File: src/rtl/ex_mem_stage.sv
// EX stage and EX/MEM pipeline register for the 5-stage MIPS pipeline.
// Single-cycle ALU ops register in one edge; MULT runs a 32-step shift-add unit and stalls upstream.
module ex_mem_stage #(
   parameter int MULT_ITERS = 32
) (
   input  logic        clk,
   input  logic        rst,
   input  logic        flush,
   input  logic [1:0]  wb_ctl,
   input  logic [2:0]  m_ctl,
   input  logic [3:0]  ex_ctl,
   input  logic [31:0] npc,
   input  logic [31:0] rdata1,
   input  logic [31:0] rdata2,
   input  logic [31:0] s_extended,
   input  logic [4:0]  instr_2016,
   input  logic [4:0]  instr_1511,
   output logic        stall_out,
   output logic [1:0]  wb_ctlout,
   output logic [2:0]  m_ctlout,
   output logic [31:0] add_result,
   output logic        zero,
   output logic [31:0] alu_result,
   output logic [31:0] rdata2out,
   output logic [4:0]  muxout
);

   typedef enum logic [2:0] {
      ALU_ADD, ALU_SUB, ALU_AND, ALU_OR, ALU_SLT, ALU_MULT, ALU_ZERO
   } alu_op_t;

   typedef enum logic [1:0] {IDLE, BUSY, DONE} mult_state_t;

   localparam int              CNT_W     = $clog2(MULT_ITERS);
   localparam logic [CNT_W-1:0] LAST_ITER = CNT_W'(MULT_ITERS - 1);

   logic        reg_dst;
   logic [1:0]  alu_op_sel;
   logic        alu_src;
   logic [5:0]  funct;
   logic [31:0] op_b;
   logic [31:0] alu_res;
   alu_op_t     alu_op;
   logic        is_mult;

   mult_state_t      state_q, state_d;
   logic [CNT_W-1:0] count_q;
   logic [31:0]      mcand_q, mplier_q, acc_q;
   logic             launch;
   logic             bubble;

   assign reg_dst    = ex_ctl[3];
   assign alu_op_sel = ex_ctl[2:1];
   assign alu_src    = ex_ctl[0];
   assign funct      = s_extended[5:0];
   assign op_b       = alu_src ? s_extended : rdata2;

   // NOTE: every always_comb output gets a default first so no path can infer a latch.
   always_comb begin : alu_decode
      alu_op = ALU_ADD;
      case (alu_op_sel)
         2'b01: alu_op = ALU_SUB;
         2'b10: begin
            case (funct)
               6'b100000: alu_op = ALU_ADD;
               6'b100010: alu_op = ALU_SUB;
               6'b100100: alu_op = ALU_AND;
               6'b100101: alu_op = ALU_OR;
               6'b101010: alu_op = ALU_SLT;
               6'b011000: alu_op = ALU_MULT;
               default:   alu_op = ALU_ZERO;
            endcase
         end
         default: alu_op = ALU_ADD;
      endcase
   end

   assign is_mult = (alu_op == ALU_MULT);

   // A MULT reads the accumulator; it only holds the full product in DONE, which is the cycle that registers it.
   always_comb begin : alu
      alu_res = '0;
      case (alu_op)
         ALU_ADD:  alu_res = rdata1 + op_b;
         ALU_SUB:  alu_res = rdata1 - op_b;
         ALU_AND:  alu_res = rdata1 & op_b;
         ALU_OR:   alu_res = rdata1 | op_b;
         ALU_SLT:  alu_res = {31'd0, $signed(rdata1) < $signed(op_b)};
         ALU_MULT: alu_res = acc_q;
         default:  alu_res = '0;
      endcase
   end

   always_comb begin : mult_next
      state_d = state_q;
      launch  = 1'b0;
      case (state_q)
         IDLE: begin
            if (is_mult && !flush) begin
               state_d = BUSY;
               launch  = 1'b1;
            end
         end
         BUSY: begin
            if (flush)                    state_d = IDLE;
            else if (count_q == LAST_ITER) state_d = DONE;
         end
         DONE:    state_d = IDLE;   // no relaunch even if the MULT is still presented
         default: state_d = IDLE;
      endcase
   end

   assign stall_out = !rst && (launch || (state_q == BUSY));
   assign bubble    = flush || stall_out;

   // NOTE: sequential state uses non-blocking assignments so every register samples pre-edge values.
   always_ff @(posedge clk) begin : mult_regs
      if (rst) begin
         state_q  <= IDLE;
         count_q  <= '0;
         mcand_q  <= '0;
         mplier_q <= '0;
         acc_q    <= '0;
      end else begin
         state_q <= state_d;
         if (launch) begin
            mcand_q  <= rdata1;
            mplier_q <= rdata2;
            acc_q    <= '0;
            count_q  <= '0;
         end else if (state_q == BUSY) begin
            if (mplier_q[0]) acc_q <= acc_q + mcand_q;
            mcand_q  <= mcand_q << 1;
            mplier_q <= mplier_q >> 1;
            count_q  <= count_q + 1'b1;
         end
      end
   end

   always_ff @(posedge clk) begin : ex_mem_regs
      if (rst) begin
         wb_ctlout  <= '0;
         m_ctlout   <= '0;
         add_result <= '0;
         zero       <= 1'b0;
         alu_result <= '0;
         rdata2out  <= '0;
         muxout     <= '0;
      end else begin
         wb_ctlout  <= bubble ? 2'b00  : wb_ctl;
         m_ctlout   <= bubble ? 3'b000 : m_ctl;
         add_result <= npc + (s_extended << 2);
         zero       <= (alu_res == '0);
         alu_result <= alu_res;
         rdata2out  <= rdata2;
         muxout     <= reg_dst ? instr_1511 : instr_2016;
      end
   end

endmodule

File: config.mk
export PLATFORM = sky130hd
export DESIGN_NAME = ex_mem_stage
export DESIGN_NICKNAME = d
export VERILOG_FILES = /design/src/rtl/ex_mem_stage.sv
export SDC_FILE = /design/constraint.sdc
export NUM_CORES = 1
export LEC_CHECK = 0
export CAP_MARGIN = 20
export CELL_PAD_IN_SITES_DETAIL_PLACEMENT = 0
export CELL_PAD_IN_SITES_GLOBAL_PLACEMENT = 1
export CORE_MARGIN = 2
export CORE_UTILIZATION = 43
export CTS_CLUSTER_DIAMETER = 50
export DETAILED_ROUTE_END_ITERATION = 16
export GPL_TIMING_DRIVEN = 0
export PLACE_DENSITY_LB_ADDON = 0.1
export SYNTH_ARGS = -nofsm -noshare
export SYNTH_HDL_FRONTEND = slang
export SYNTH_SLANG_ARGS = --single-unit
File: constraint.sdc
create_clock -name clk -period 17 [get_ports clk]
set_input_delay 3.4 -clock clk [delete_from_list [all_inputs] [get_ports clk]]
set_output_delay 3.4 -clock clk [all_outputs]
set_load 0.02 [all_outputs]
# ---- After elaboration in Yosys (flattened, before gate mapping)
# Index checks and enable logic that the tools add are counted.
# Widths: inputs -> output; s select.
dict set report word_totals {
  reg_bits 210
  out_inout_bits 108
  elab_cells 66
}
dict set report op_classes {
  n_reduce_logical 14
  bitwise_logic 2
  addsub 5
  eq_ne 17
  magnitude_cmp 1
  mux 15
}
# op n
set op_table {}
lappend op_table {{$pmux 32 s6} 1}
lappend op_table {{$mux 32} 5}
lappend op_table {{$add 32x32->32} 3}
lappend op_table {{$and 32x32->32} 1}
lappend op_table {{$logic_not 32->1} 1}
lappend op_table {{$lt 32x32->1} 1}
lappend op_table {{$or 32x32->32} 1}
lappend op_table {{$sub 32x32->32} 1}
lappend op_table {{$eq 6x6->1 const B} 5}
lappend op_table {{$pmux 3 s6} 1}
lappend op_table {{$eq 3x2->1 const B} 2}
lappend op_table {{$eq 3x3->1 const B} 2}
lappend op_table {{$eq 6x5->1 const B} 1}
lappend op_table {{$mux 2} 3}
lappend op_table {{$pmux 3 s2} 1}
lappend op_table {{$add 5x1->5 const B} 1}
lappend op_table {{$eq 5x5->1 const B} 1}
lappend op_table {{$mux 5} 1}
lappend op_table {{$eq 2x1->1 const B} 2}
lappend op_table {{$pmux 2 s2} 1}
lappend op_table {{$reduce_and 2->1} 2}
lappend op_table {{$reduce_or 2->1} 2}
lappend op_table {{$eq 3x1->1 const B} 1}
lappend op_table {{$logic_not 3->1} 1}
lappend op_table {{other kinds (9)} 13}

# ---- Longest topological paths before layout
dict set report logic_depth {
  depth_word 11
  mapped_depth 18
  mapped_depth_nobuf 16
}

# ---- Worst setup path after synthesis
# Ideal clock, no wire load.
dict set report synth_timing {
  path_kind {input-to-output}
  startpoint {input port ex_ctl[1]}
  endpoint {output port stall_out}
  t_arrival_ps 6027
  setup_slack_ps 7573
  stages 11
  path_buffers 2
  path_cell_list {inv_1 > ha_1 > nand2b_1 > clkbuf_1 > a21oi_1 > nand3_1 > nor2_1 > nor4b_1 > nor2_1 > clkbuf_1 > nor2_1}
}
dict set report synth_via {
  elab_chain_cells 8
  word_cells_on_any_way 9
}
# item line_no
set synth_lines {}
lappend synth_lines {{start, declared} 11} ;# input logic [3:0] ex_ctl,
lappend synth_lines {{$eq 2x2->1 or $eq 2x1->1 (tied branches)} 61} ;# case (alu_op_sel)
lappend synth_lines {{$pmux 3 s2 (*)} 61}
lappend synth_lines {{$eq 3x3->1 (*)} 78} ;# assign is_mult = (alu_op == ALU_MULT);
lappend synth_lines {{$logic_and 1x1->1 (*)} 99} ;# if (is_mult && !flush) begin
lappend synth_lines {{$mux 1 (*)} 99}
lappend synth_lines {{$mux 1 (*)} 97} ;# case (state_q)
lappend synth_lines {{$logic_or 1x1->1 (*)} 113} ;# assign stall_out = !rst && (launch || (state_q == BUSY));
lappend synth_lines {{$logic_and 1x1->1 (*)} 113}
lappend synth_lines {{end, declared} 18} ;# output logic stall_out,
# Every way passes the cells marked *; elsewhere a longest branch is shown, timed or not.

# ---- Worst setup path after layout
# Ends and elaborated chain as after synthesis.

==> metrics.log <==
INFO  metric synth_area = 15,600 um2
INFO  metric critical_path.slowest_cell = sky130_fd_sc_hd__a21oi_1
INFO  metric netlist.top_cell.by_area = sky130_fd_sc_hd__dfxtp_1
INFO  metric postLayoutCoreUtil = 55.4%
INFO  metric cp.buffers_inverters = 6
INFO  metric syn-mean-instance-area = 7.80 um2
INFO  metric endpoint_class_of_the_critical_path = output pin
INFO  metric chipWidth = 194 um
INFO  metric run_status = completed
INFO  metric final_min_period_over_clock_period = 70.9%
INFO  metric wl = 65,700 um
INFO  metric antenna_found_initial = 0
INFO  metric numCtsBuffers = 29
INFO  metric grt_setup_unrepaired = false
INFO  metric grt_use_total = 33.7%
INFO  metric setup.worst_path.class = input port to output pin
INFO  metric fin_worst_skew = 0.0199 ns
INFO  metric worstReg2RegEnd = acc_q[30]
INFO  metric gr-total-overflow = 0
INFO  metric worst_slew_margin_rel = 20.0%
INFO  metric final-hold-violation-count = 0
INFO  metric synth-main-ff-cell = sky130_fd_sc_hd__dfxtp_1
INFO  metric detail_route.iter0.violations = 1,345
INFO  metric actual_slew_at_the_worst_max_slew_pin = 1.20 ns
INFO  metric pre_repair_dr_iteration_count = 6
INFO  metric critPathLaunchType = input port
INFO  metric die_y = 194 um
INFO  metric wire_length_of_the_first_global_routing_pass = 97,700 um
INFO  metric crit_start = ex_ctl[1]
INFO  metric worstHoldPathType = flop to flop
INFO  metric timing.critical_path.max_delay_family = buffers and inverters
INFO  metric cp_peak_stage_delay = 0.77 ns
INFO  metric total_number_of_vias = 16,500
INFO  metric synth_async_sr_flop_share = 0%
INFO  metric critical_path_fanouts_max = 10
INFO  metric design.final.nets = 2,603
INFO  metric quantity_of_gates_resized_following_cts = 0
INFO  metric synth_sequential_area_ratio = 27.0%
INFO  metric clock_sink_count = 210
INFO  metric drive_above_1_share = 3.95%
INFO  metric netlist_instances = 1,994
INFO  metric setup_viol = 0
INFO  metric report.final.slew_viol_count = 0
INFO  metric synth_enable_flop_cells = 0
INFO  metric max_cap_violations = 0
INFO  metric r2r-start = mcand_q[0]
INFO  metric cp_data_required_time = 13.60 ns
INFO  metric worst-r2r-cell-count = 14
INFO  metric via_count_of_the_first_global_routing_pass = 16,100
INFO  metric cp_cell_sequence = clkdlybuf4s50_1 -> inv_1 -> ha_1 -> nand2b_1 -> clkbuf_1 -> a21oi_1 -> nand3_1 -> nor2_1 -> nor4b_2 -> buf_4 -> nor2_1 -> clkbuf_1 -> nor2_1 -> clkdlybuf4s50_1
INFO  metric leakage = 0.00805 uW
INFO  metric synth.top_cell.area_share = 27.0%
INFO  metric clk_pin_slew_worst_paths = 0.06 ns
INFO  metric synth.distinct_cells = 81
INFO  metric synth.cells.most_frequent = sky130_fd_sc_hd__dfxtp_1, sky130_fd_sc_hd__a21oi_1, sky130_fd_sc_hd__nor2_1, sky130_fd_sc_hd__nand2_1, sky130_fd_sc_hd__ha_1
INFO  metric synth_nets = 2,314
INFO  metric yosysWarnings = 0
INFO  metric fp.dieArea = 37,700 um2
INFO  metric drt-wirelength-per-cell = 23.7 um
INFO  metric place.detailed.hpwl = 52,300 um
INFO  metric initial_util = 43.7%
INFO  metric fp-row-count = 69
INFO  metric most_frequent_cell_after_synthesis = sky130_fd_sc_hd__dfxtp_1
INFO  metric count_of_buffers_added_by_post_cts_timing_repair_for_setup = 0
INFO  metric syn_to_final_growth = 26.6%
INFO  metric ctsLongestPathBuffers = 3
INFO  metric power_density = 82.7 nW/um2
INFO  metric core_footprint = 35,600 um2
INFO  metric drtAntennaViolNets = 0
INFO  metric ctsRootBufferMaster = sky130_fd_sc_hd__clkbuf_16
INFO  metric min_period = 12.06 ns
INFO  metric postSynthRegisterBits = 210
INFO  metric worst_setup_ep = stall_out
INFO  metric cts.hold.buffers_added = 0
INFO  metric most_used_cell_along_the_critical_path = sky130_fd_sc_hd__nor2_1
INFO  metric worst-r2r-setup-slack = 12.83 ns
INFO  metric io_buffer_count = 255
INFO  metric largest_net_degree_at_the_start_of_global_routing = 16
INFO  metric routabilityCongestion = 0.995
INFO  metric route.detailed.drc = 0
INFO  metric boundaryPins = 258
INFO  metric cts_htree_levels = 1
INFO  metric viasPerCell = 5.96
INFO  metric cts_tree = done
INFO  metric synth.area.top_cells = sky130_fd_sc_hd__dfxtp_1, sky130_fd_sc_hd__ha_1, sky130_fd_sc_hd__a21oi_1
INFO  metric insertion_delay = 0.58 ns
INFO  metric max_clock_freq = 82.9 MHz
INFO  metric power.ir.vdd_worst = 0.0918 mV
INFO  metric cp.arrival = 8.66 ns
INFO  metric setup-tns-final = 0 ns
INFO  metric path_depth = 14
[sequential cells by signal (all words and copies together) (netlist names)]
register and flops:
muxout 5, m_ctlout 3, alu_result 32, mcand_q 32, state_q 2, count_q 5
acc_q 32, add_result 32, mplier_q 32, wb_ctlout 2, zero 1, rdata2out 32
[worst reg2reg max path: cells and delay by family, from the launching register on]
| kind | cells | cell delay [ns] |
|---|---|---|
| buf+inv | 1 | 0.07 |
| flops | 1 | 0.40 |
| simple gates | 1 | 0.08 |
| fa+ha+maj | 2 | 0.46 |
| compound gates | 9 | 2.80 |
| xor+xnor | 1 | 0.25 |
[through the flow]
stage               power [uW]  std cells  cell area, um2  hold WS [ns]  worst slack (ns)
global route              1700       2767           19700         0.471              4.91
finish                    1630       2768           19700         0.459              4.94
detailed placement        1020       2713           18700         0.450              5.15
global placement          1020       2710           18700         0.443              3.43
floorplan                  820       1994           15600         0.437              7.57
CTS                       1630       2767           19700         0.459              5.15
[where the power goes]
group / switching [uW] / leakage, uW / internal, uW
Sequential: 7.37 / 0.00172 / 519
Combinational: 299 / 0.00586 / 198
Clock: 259 / 0.000467 / 347
Total: 566 / 0.00805 / 1060
[metal layers]
layer	global-route usage, %	up-vias	wire length (um)	share of wire [%]
met5	0	-	0	0
met4	19.8	0	4330	6.6
met3	5.95	161	4660	7.1
met2	54.0	697	29500	45
met1	42.5	7827	27200	41
li1	-	7802	-	-
[worst min path at each step]
stage	startpoint	end	slack, ns	cells after the start
after floorplan	mplier_q[10]	mplier_q[10]	0.44	2
after global placement	mplier_q[16]	mplier_q[16]	0.44	2
after detailed placement	mplier_q[1]	mplier_q[1]	0.45	2
after CTS	mplier_q[1]	mplier_q[1]	0.46	2
after global routing	mplier_q[17]	mplier_q[17]	0.47	2
final	mplier_q[9]	mplier_q[9]	0.46	2
[layout by cell type, fill, tap and decap left out, types with 9 or more instances in the layout]
cell,n
sky130_fd_sc_hd__a21oi_1,201
sky130_fd_sc_hd__or3_1,16
sky130_fd_sc_hd__o211ai_1,15
sky130_fd_sc_hd__ha_1,166
sky130_fd_sc_hd__dfxtp_1,210
sky130_fd_sc_hd__o21ai_0,72
sky130_fd_sc_hd__nand4_1,20
sky130_fd_sc_hd__xnor2_1,32
sky130_fd_sc_hd__nor4_1,11
sky130_fd_sc_hd__nand2_1,188
sky130_fd_sc_hd__inv_1,117
sky130_fd_sc_hd__o31a_1,12
sky130_fd_sc_hd__buf_1,11
sky130_fd_sc_hd__o21bai_1,9
sky130_fd_sc_hd__and2_1,20
sky130_fd_sc_hd__a22oi_1,71
sky130_fd_sc_hd__o221ai_1,17
sky130_fd_sc_hd__xor2_1,26
sky130_fd_sc_hd__a31oi_1,12
sky130_fd_sc_hd__o31ai_1,15
sky130_fd_sc_hd__nor2_1,193
sky130_fd_sc_hd__clkdlybuf4s50_1,255
sky130_fd_sc_hd__o21a_1,21
sky130_fd_sc_hd__mux2i_1,45
sky130_fd_sc_hd__nor3_1,47
sky130_fd_sc_hd__nand3_1,28
sky130_fd_sc_hd__nor2b_1,55
sky130_fd_sc_hd__or2_2,12
sky130_fd_sc_hd__a221oi_1,13
sky130_fd_sc_hd__clkbuf_1,100
sky130_fd_sc_hd__a211oi_1,22
sky130_fd_sc_hd__clkbuf_16,29
sky130_fd_sc_hd__a221o_1,18
sky130_fd_sc_hd__a21o_1,32
sky130_fd_sc_hd__and3_1,21
sky130_fd_sc_hd__nand2b_1,15
[kinds of logic after synthesis]
kind of cell               count (synthesis)  share of synthesized area [%]
buffers and inverters                    229                           5.59
xor gates and xnor gates                  58                           3.27
AOI/OAI and AO/OA                        626                           27.4
DFF                                      210                           27.0
adders and majority gates                170                           13.9
muxes                                     45                           2.90
and+or+nand+nor                          656                           20.0
[layout make-up]
class / count / area (um2)
Tap cell: 461 / 577
Clock inverter: 22 / 219
Multi-Input combinational cell: 1555 / 10500
Inverter: 117 / 439
Timing Repair Buffer: 258 / 2570
Antenna cell: 1 / 2.50
Fill cell: 3440 / 15900
Clock buffer: 32 / 757
Sequential cell: 210 / 4200
Buffer: 112 / 430
Note: power is estimated with default switching activity, not from simulation.
